--- src/rtl/core_ctrl_pkg.sv ---
`default_nettype none
// ============================================================================
// Module      : core_ctrl_pkg
// Description : Shared definitions for the 16-bit core pipeline control.
//               Holds the opcode constants used by the hazard logic and the
//               2-bit encoding of the hazard control FSM.
// Revision    : 1.0 - initial release
// ============================================================================
package core_ctrl_pkg;

  localparam logic [3:0] OP_NOP = 4'h0;
  localparam logic [3:0] OP_LW  = 4'h8;
  localparam logic [3:0] OP_HLT = 4'hF;

  typedef enum logic [1:0] {
    RUN      = 2'd0,
    MEM_WAIT = 2'd1,
    HALTING  = 2'd2,
    HALTED   = 2'd3
  } ctrl_state_e;

endpackage
`default_nettype wire

--- src/rtl/hazard_ctrl_sat_counter_16.sv ---
`default_nettype none
// ============================================================================
// Module      : sat_counter_16
// Description : 16-bit event counter that saturates at 16'hFFFF.
// Ports       : clk     - clock
//               clr_i   - synchronous clear (highest priority)
//               en_i    - count one event this cycle
//               count_o - current count
// Revision    : 1.0 - initial release
// ============================================================================
module sat_counter_16 (
  input  logic        clk,
  input  logic        clr_i,
  input  logic        en_i,
  output logic [15:0] count_o
);

  logic [15:0] count_q;

  always_ff @(posedge clk) begin
    if (clr_i) begin
      count_q <= 16'h0000;
    end else if (en_i && (count_q != 16'hFFFF)) begin
      count_q <= count_q + 16'h0001;
    end
  end

  assign count_o = count_q;

endmodule
`default_nettype wire

--- src/rtl/hazard_ctrl.sv ---
`default_nettype none
// ============================================================================
// Module      : hazard_ctrl
// Description : Pipeline control for the 5-stage 16-bit core. Produces the
//               write-enable and flush of every stage register from load-use
//               hazards, taken branches, data-memory wait states and halt.
//               Priority: memory wait > load-use > taken branch > halt.
// Ports       : clk, rst                 - clock, synchronous active-high reset
//               id_*_i                   - instruction currently in ID
//               ex_op_i, ex_rd_i         - instruction currently in EX
//               dmem_req_i, dmem_ready_i - data memory handshake of MEM stage
//               wb_op_i                  - opcode currently in WB
//               *_we_o                   - stage register write enables
//               if_id_flush_o, id_ex_flush_o - load bubble instead of D
//               halted_o                 - registered halt status
//               stall_cnt_o, flush_cnt_o - performance counters
// Config      : HAZARD_CTRL_PERF_EN - enables the two saturating performance
//               counters; when undefined both counter outputs are tied to 0.
// Revision    : 1.0 - initial release
// ============================================================================
module hazard_ctrl
  import core_ctrl_pkg::*;
#(
  parameter logic [3:0] OP_LW  = 4'h8,
  parameter logic [3:0] OP_HLT = 4'hF
) (
  input  logic        clk,
  input  logic        rst,
  input  logic [3:0]  id_rs_i,
  input  logic [3:0]  id_rt_i,
  input  logic        id_rs_used_i,
  input  logic        id_rt_used_i,
  input  logic [3:0]  id_op_i,
  input  logic        id_br_taken_i,
  input  logic [3:0]  ex_op_i,
  input  logic [3:0]  ex_rd_i,
  input  logic        dmem_req_i,
  input  logic        dmem_ready_i,
  input  logic [3:0]  wb_op_i,
  output logic        pc_we_o,
  output logic        if_id_we_o,
  output logic        id_ex_we_o,
  output logic        ex_mem_we_o,
  output logic        mem_wb_we_o,
  output logic        if_id_flush_o,
  output logic        id_ex_flush_o,
  output logic        halted_o,
  output logic [15:0] stall_cnt_o,
  output logic [15:0] flush_cnt_o
);

  ctrl_state_e state_q, state_d;
  ctrl_state_e eff_state;
  logic        halt_pend_q, halt_pend_d;
  logic        halted_q;
  logic        lu, mw;

  // R0 is hardwired, so a load targeting it can never create a dependency.
  assign lu = (ex_op_i == OP_LW) && (ex_rd_i != 4'd0) &&
              ((id_rs_used_i && (id_rs_i == ex_rd_i)) ||
               (id_rt_used_i && (id_rt_i == ex_rd_i)));
  assign mw = dmem_req_i && !dmem_ready_i;

  always_ff @(posedge clk) begin
    if (rst) begin
      state_q     <= RUN;
      halt_pend_q <= 1'b0;
      halted_q    <= 1'b0;
    end else begin
      state_q     <= state_d;
      halt_pend_q <= halt_pend_d;
      halted_q    <= (state_d == HALTED);
    end
  end

  always_comb begin
    state_d       = state_q;
    halt_pend_d   = halt_pend_q;
    pc_we_o       = 1'b1;
    if_id_we_o    = 1'b1;
    id_ex_we_o    = 1'b1;
    ex_mem_we_o   = 1'b1;
    mem_wb_we_o   = 1'b1;
    if_id_flush_o = 1'b0;
    id_ex_flush_o = 1'b0;

    // MEM_WAIT only remembers a freeze; once memory completes, the cycle is
    // handled as the state the freeze interrupted (tracked by halt_pend_q).
    eff_state = state_q;
    if (state_q == MEM_WAIT) begin
      eff_state = halt_pend_q ? HALTING : RUN;
    end

    if (mw && (eff_state != HALTED)) begin
      pc_we_o     = 1'b0;
      if_id_we_o  = 1'b0;
      id_ex_we_o  = 1'b0;
      ex_mem_we_o = 1'b0;
      mem_wb_we_o = 1'b0;
      state_d     = MEM_WAIT;
    end else begin
      case (eff_state)
        RUN: begin
          state_d = RUN;
          if (lu) begin
            // Hold PC and IF/ID, send one bubble into EX; a branch in ID
            // re-resolves next cycle.
            pc_we_o       = 1'b0;
            if_id_we_o    = 1'b0;
            id_ex_flush_o = 1'b1;
          end else if (id_br_taken_i) begin
            if_id_flush_o = 1'b1;
          end else if (id_op_i == OP_HLT) begin
            pc_we_o       = 1'b0;
            if_id_flush_o = 1'b1;
            state_d       = HALTING;
            halt_pend_d   = 1'b1;
          end
        end
        HALTING: begin
          // Drain the pipeline behind HLT until it reaches WB.
          pc_we_o       = 1'b0;
          if_id_flush_o = 1'b1;
          state_d       = (wb_op_i == OP_HLT) ? HALTED : HALTING;
        end
        HALTED: begin
          pc_we_o     = 1'b0;
          if_id_we_o  = 1'b0;
          id_ex_we_o  = 1'b0;
          ex_mem_we_o = 1'b0;
          mem_wb_we_o = 1'b0;
          state_d     = HALTED;
        end
        default: begin
          state_d = RUN;
        end
      endcase
    end

    // During reset every stage loads a bubble.
    if (rst) begin
      pc_we_o       = 1'b1;
      if_id_we_o    = 1'b1;
      id_ex_we_o    = 1'b1;
      ex_mem_we_o   = 1'b1;
      mem_wb_we_o   = 1'b1;
      if_id_flush_o = 1'b1;
      id_ex_flush_o = 1'b1;
    end
  end

  assign halted_o = halted_q;

`ifdef HAZARD_CTRL_PERF_EN
  logic stall_ev;
  logic flush_ev;

  assign stall_ev = !pc_we_o && (state_q != HALTED);
  assign flush_ev = if_id_flush_o || id_ex_flush_o;

  sat_counter_16 u_stall_cnt (
    .clk     (clk),
    .clr_i   (rst),
    .en_i    (stall_ev),
    .count_o (stall_cnt_o)
  );

  sat_counter_16 u_flush_cnt (
    .clk     (clk),
    .clr_i   (rst),
    .en_i    (flush_ev),
    .count_o (flush_cnt_o)
  );
`else
  assign stall_cnt_o = 16'h0000;
  assign flush_cnt_o = 16'h0000;
`endif

endmodule
`default_nettype wire
--- config.mk ---
export PLATFORM = sky130hd
export DESIGN_NAME = hazard_ctrl
export DESIGN_NICKNAME = d
export VERILOG_FILES = /design/src/rtl/core_ctrl_pkg.sv /design/src/rtl/hazard_ctrl_sat_counter_16.sv /design/src/rtl/hazard_ctrl.sv
export SDC_FILE = /design/constraint.sdc
export NUM_CORES = 1
export LEC_CHECK = 0
export CAP_MARGIN = 15
export CORE_MARGIN = 2
export CORE_UTILIZATION = 29
export CTS_CLUSTER_DIAMETER = 120
export DETAILED_ROUTE_END_ITERATION = 8
export PLACE_DENSITY = 0.84
export SETUP_SLACK_MARGIN = 0.2
export SYNTH_ARGS = -nofsm -noshare
export SYNTH_HDL_FRONTEND = slang
export SYNTH_HIERARCHICAL = 1
export SYNTH_SLANG_ARGS = --single-unit
--- constraint.sdc ---
create_clock -name clk -period 3.3 [get_ports clk]
set_input_delay 0.495 -clock clk [delete_from_list [all_inputs] [get_ports clk]]
set_output_delay 0.495 -clock clk [all_outputs]
set_load 0.02 [all_outputs]
Word-level counts from Yosys, hierarchy flattened. Index checks and enable logic that the tools add are counted.

Register bits after elaboration: 4. Input bits: 31. Word-level logic and storage cells: 59.

Equality and inequality tests: 10. Multiplexer cells: 31. Bitwise operators: 3. Reduce and logical (&&, ||, !) cells: 12.

Operators with widths (number): 2-to-1 mux 1 bit (21); == test 4 bit (second input constant) (3); 2-to-1 mux 2 bit (6); == test 4 bit (2); == test 2 bit (second input constant) (3); logical AND 1 bit (6); one-hot mux 1 bit (2 select lines) (3); one-hot mux 2 bit (3 select lines) (1); AND reduction 5 bit (1); nonzero test 4 bit (1); NOT 1 bit (3); == test 2 x 1 -> 1 bit (second input constant) (1); zero test 2 bit (1); inequality test 2 bit (second input constant) (1); OR reduction 2 bit (1); zero test 1 bit (1); logical OR 1 bit (1).

Longest topological paths before layout.
Depth after elaboration: 8. Gate-level depth with buffers: 5. Mapped depth without buffers: 5.

Worst setup path after synthesis. No wires, ideal clock.

Path type: input-to-output. Start: in ex_rd_i[0]. End: out pc_we_o. Arrival: 1.536 ns. Path slack: 1.269 ns. Stages: 3. Buffers on the path: 0. Path through: o41ai_2 > a21oi_2 > o31ai_1.

Word-level cells in the longest chain between the ends: 8. Elaborated cells between the ends (all ways): 12.

RTL lines: start, declared (RTL line hazard_ctrl.sv:36) `input logic [3:0] ex_rd_i,`; == test 4 bit (on tied branches) (RTL line hazard_ctrl.sv:60, hazard_ctrl.sv:61); logical AND 1 bit (on tied branches) (RTL line hazard_ctrl.sv:60, hazard_ctrl.sv:61); logical OR 1 bit (RTL line hazard_ctrl.sv:60) `((id_rs_used_i && (id_rs_i == ex_rd_i)) ||`; logical AND 1 bit * (RTL line hazard_ctrl.sv:59) `assign lu = (ex_op_i == OP_LW) && (ex_rd_i != 4'd0) &&`; 2-to-1 mux 1 bit * (RTL line hazard_ctrl.sv:105) `if (lu) begin`; one-hot mux 1 bit (2 select lines) * (RTL line hazard_ctrl.sv:102) `case (eff_state)`; 2-to-1 mux 1 bit * (RTL line hazard_ctrl.sv:94) `if (mw && (eff_state != HALTED)) begin`; 2-to-1 mux 1 bit * (RTL line hazard_ctrl.sv:141) `if (rst) begin`; end, declared (RTL line hazard_ctrl.sv:40) `output logic pc_we_o,`.

Mark *: on every way between the ends. The rest lies on a longest branch, timed or not.

Worst setup path in the final report.
Start: in ex_rd_i[1]. End: out if_id_we_o.

Word-level cells in the longest chain between the ends: 8. Elaborated cells between the ends (all ways): 12.

RTL lines: == test 4 bit (on tied branches) (RTL line hazard_ctrl.sv:60, hazard_ctrl.sv:61); logical AND 1 bit (on tied branches) (RTL line hazard_ctrl.sv:60, hazard_ctrl.sv:61); logical OR 1 bit (RTL line hazard_ctrl.sv:60); logical AND 1 bit * (RTL line hazard_ctrl.sv:59); 2-to-1 mux 1 bit * (RTL line hazard_ctrl.sv:105); one-hot mux 1 bit (2 select lines) * (RTL line hazard_ctrl.sv:102); 2-to-1 mux 1 bit * (RTL line hazard_ctrl.sv:94); 2-to-1 mux 1 bit * (RTL line hazard_ctrl.sv:141); end, declared (RTL line hazard_ctrl.sv:41) `output logic if_id_we_o,`.

Marked as above.

==> summary.txt <==
Worst hold path
  – Hold path depth: 2
  – Class of the worst hold path: flip-flop to flip-flop
  – Hold Path Origin: halt_pend_q
  – Worst Hold End: halt_pend_q

Run
  – Max_cap viols: 0

Cells and area
  – Nets: 154
  – Multi-input logic area: 412 um2
  – Synth-to-Final Area Change: 50.8%
  – Commonest non-fill, non-tap cell in the layout: clkdlybuf4s50_1
  – Final design area excluding fillers: 955 um2
  – Register area: 80.1 um2
  – Diodes inserted: 0
  – Most frequent cells in the layout: clkdlybuf4s50_1 (35), conb_1 (32), xor2_1 (6)
  – Fraction of layout cells with a size suffix above 1: 7.44%
  – Filler instances: 190

Synthesis
  – Count of different cell masters after synthesis: 26
  – Yosys reg bits: 4
  – Synth area leader: buf_4
  – Post-synthesis average cell area: 7.63 um2
  – YS warnings: 6
  – Mapped cell area: 633 um2
  – Syn Inst Count: 83
  – Synth top area cells: buf_4 (40%), dfxtp_1 (13%), xor2_1 (8.3%), o41ai_2 (5.1%), xnor2_1 (2.8%)
  – Post-synthesis sequential area ratio: 12.6%
  – Yosys top cell area share: 40.3%

Clock network
  – Hold_buf cts: 0
  – TritonCTS clock tree: built
  – Clk sinks: 4
  – H-tree levels: 1
  – CTS buffer count: 3
  – Clock latency on the worst-skew pair: 0.23 ns
  – Clock Tree Root: clkbuf_4
  – Clock Path Buffers: 2
  – CTS clk-pin slew, worst paths: 0.04 ns

STA
  – Skew final: 0.00162 ns
  – Tmin final: 2.97 ns
  – Unrepaired setup endpoints after global routing: no
  – Pins Over Slew Limit: 0
  – Final period util: 90.0%
  – Final hold violations: 0
  – Final setup viols: 0
  – Max Freq: 337 MHz
  – Setup TNS: 0 ns

Setup path
  – Crit. Startpoint: ex_rd_i[1]
  – Crit-path max cell delay: 0.55 ns
  – Nature of the critical path startpoint: input pin
  – CP max-delay cell: clkdlybuf4s50_1
  – RR Endpoint: halt_pend_q
  – R2R Path Start: state_q[0]
  – Setup CP Type: input pin to output port
  – Crit path required time: 2.80 ns
  – CP Max Fanout: 6
  – Buffers & Inverters on Critical Path: 2
  – CP top delay family: buffers and inverters
  – Kind of end point of the critical path: output port
  – Cell mode on critical path: clkdlybuf4s50_1
  – Crit path DAT: 2.48 ns
  – R2r worst-path depth: 3
  – Reg-to-reg slack, setup: 2.06 ns
  – Worst path cell trace: clkdlybuf4s50_1 -> xor2_1 -> nor3_2 -> nand3_1 -> a21oi_4 -> a31oi_1 -> clkdlybuf4s50_1

Power
  – Lkg Pwr: 0.000438 uW
  – VDD IR max: 87.2 uV
  – Power per cell area: 233 nW/um2

Die
  – IO Pins: 71
  – Initial Utilization: 31.6%
  – DIE HEIGHT: 50.7 um
  – Die Width: 50.7 um
  – DIE AREA: 2570 um2
  – Core box area: 2000 um2
  – Row cnt: 16

Placed design
  – DP Area: 912 um2
  – Final HPWL DP: 1280 um
  – IO Port Bufs: 38
  – GPL Wtd Cong: 0.666

Drt
  – Initial DRC Count: 18
  – Post-Route WL: 1470 um
  – Routed wire per std cell: 9.91 um
  – Final ANT Viol Nets: 0
  – Vias per inst: 4.19
  – Routed vias: 620
  – DRC violations left: 0
  – Pre-antenna DRT Iters: 4

GRT
  – Largest net degree at the start of global routing: 10
  – Initial antenna violation count: 0
  – GRT overflow: 0
  – Total Routing Usage GR: 11.3%
  – Vias in the first global route: 591
  – First-pass GRT wire length: 2210 um

Outcome
  – Status: finished clean
==> how the worst max path moves through the flow <==
stage	endpoint	slack, ns	depth (start not counted)
after floorplan	pc_we_o	1.27	3
after global placement	pc_we_o	0.31	5
after detailed placement	id_ex_flush_o	0.19	7
after CTS	id_ex_flush_o	0.23	7
after global routing	if_id_we_o	0.26	7
final	if_id_we_o	0.33	7
==> report_power, final <==
| part | switching (uW) | total, uW | internal (uW) |
|---|---|---|---|
| combinational | 62.4 | 112 | 49.6 |
| sequential | 0.909 | 51.0 | 50.1 |
| clock | 19.1 | 59.7 | 40.6 |
| total | 82.4 | 223 | 140 |
==> kinds of logic after synthesis <==
logic type / count (synthesis) / synth area share (%)
and+or+nand+nor: 17 / 14.2
buffers and inverters: 38 / 42.7
other: 1 / 0.592
DFF: 4 / 12.6
xor gates and xnor gates: 8 / 11.1
AOI/OAI and AO/OA: 15 / 18.8
==> sequential cells by signal (all words and copies together), names as in the netlist <==
name,flops
state_q,2
halted_o,1
halt_pend_q,1
==> routing by layer <==
layer / up-vias / wire length (um) / global-route usage (%)
met5: - / 0 / 0
met4: 0 / 0 / 8.11
met3: 0 / 181 / 2.38
met2: 45 / 817 / 21.3
met1: 282 / 468 / 10.5
li1: 293 / - / -
==> synth_stat cells <==
library cell	count
o32ai_1	1
conb_1	1
xor2_1	6
a21o_1	2
or3_1	1
o41ai_2	2
o21a_1	1
buf_1	1
nand2b_1	2
nand4_1	2
nand2_1	1
o21ai_0	2
or2_2	1
a21boi_0	1
xnor2_1	2
a31oi_1	1
o31ai_1	1
nor2_1	4
nand3_1	2
a21oi_1	3
inv_1	3
a21oi_2	1
nor4b_1	1
nor3_1	3
dfxtp_1	4
buf_4	34
==> worst min-delay path, delay by kind of cell, from the launching register on <==
family / cells / cell delay (ns)
DFF: 1 / 0.35
and+or+nand+nor: 1 / 0.08
AOI/OAI and AO/OA: 1 / 0.05
==> cell type report <==
class                      count  area share (%)
tap                           27            3.54
timing repair buffer          39            41.4
sequential                     4            8.39
inverter                       3            1.18
clock buffer                   3            2.36
multi-input combinational     72            43.1
==> stage by stage <==
step / cells / hold slack, ns / utilization (%) / setup WS [ns] / total power [uW]
3_5_place_dp: 145 / 0.503 / 45.6 / 0.188 / 162
3_3_place_gp: 145 / 0.476 / 45.6 / 0.305 / 160
2_1_floorplan: 114 / 0.450 / - / 1.27 / 140
6_report: 148 / 0.508 / 47.7 / 0.328 / 223
4_1_cts: 148 / 0.511 / 47.1 / 0.225 / 223
5_1_grt: 148 / 0.540 / 47.7 / 0.260 / 232
==> timing repair <==
action	4_1_cts	5_1_grt
resized for setup	1	4
setup endpoints to repair	1	4
buffers inserted	0	0
No activity file was read; power rests on OpenSTA's default activity.
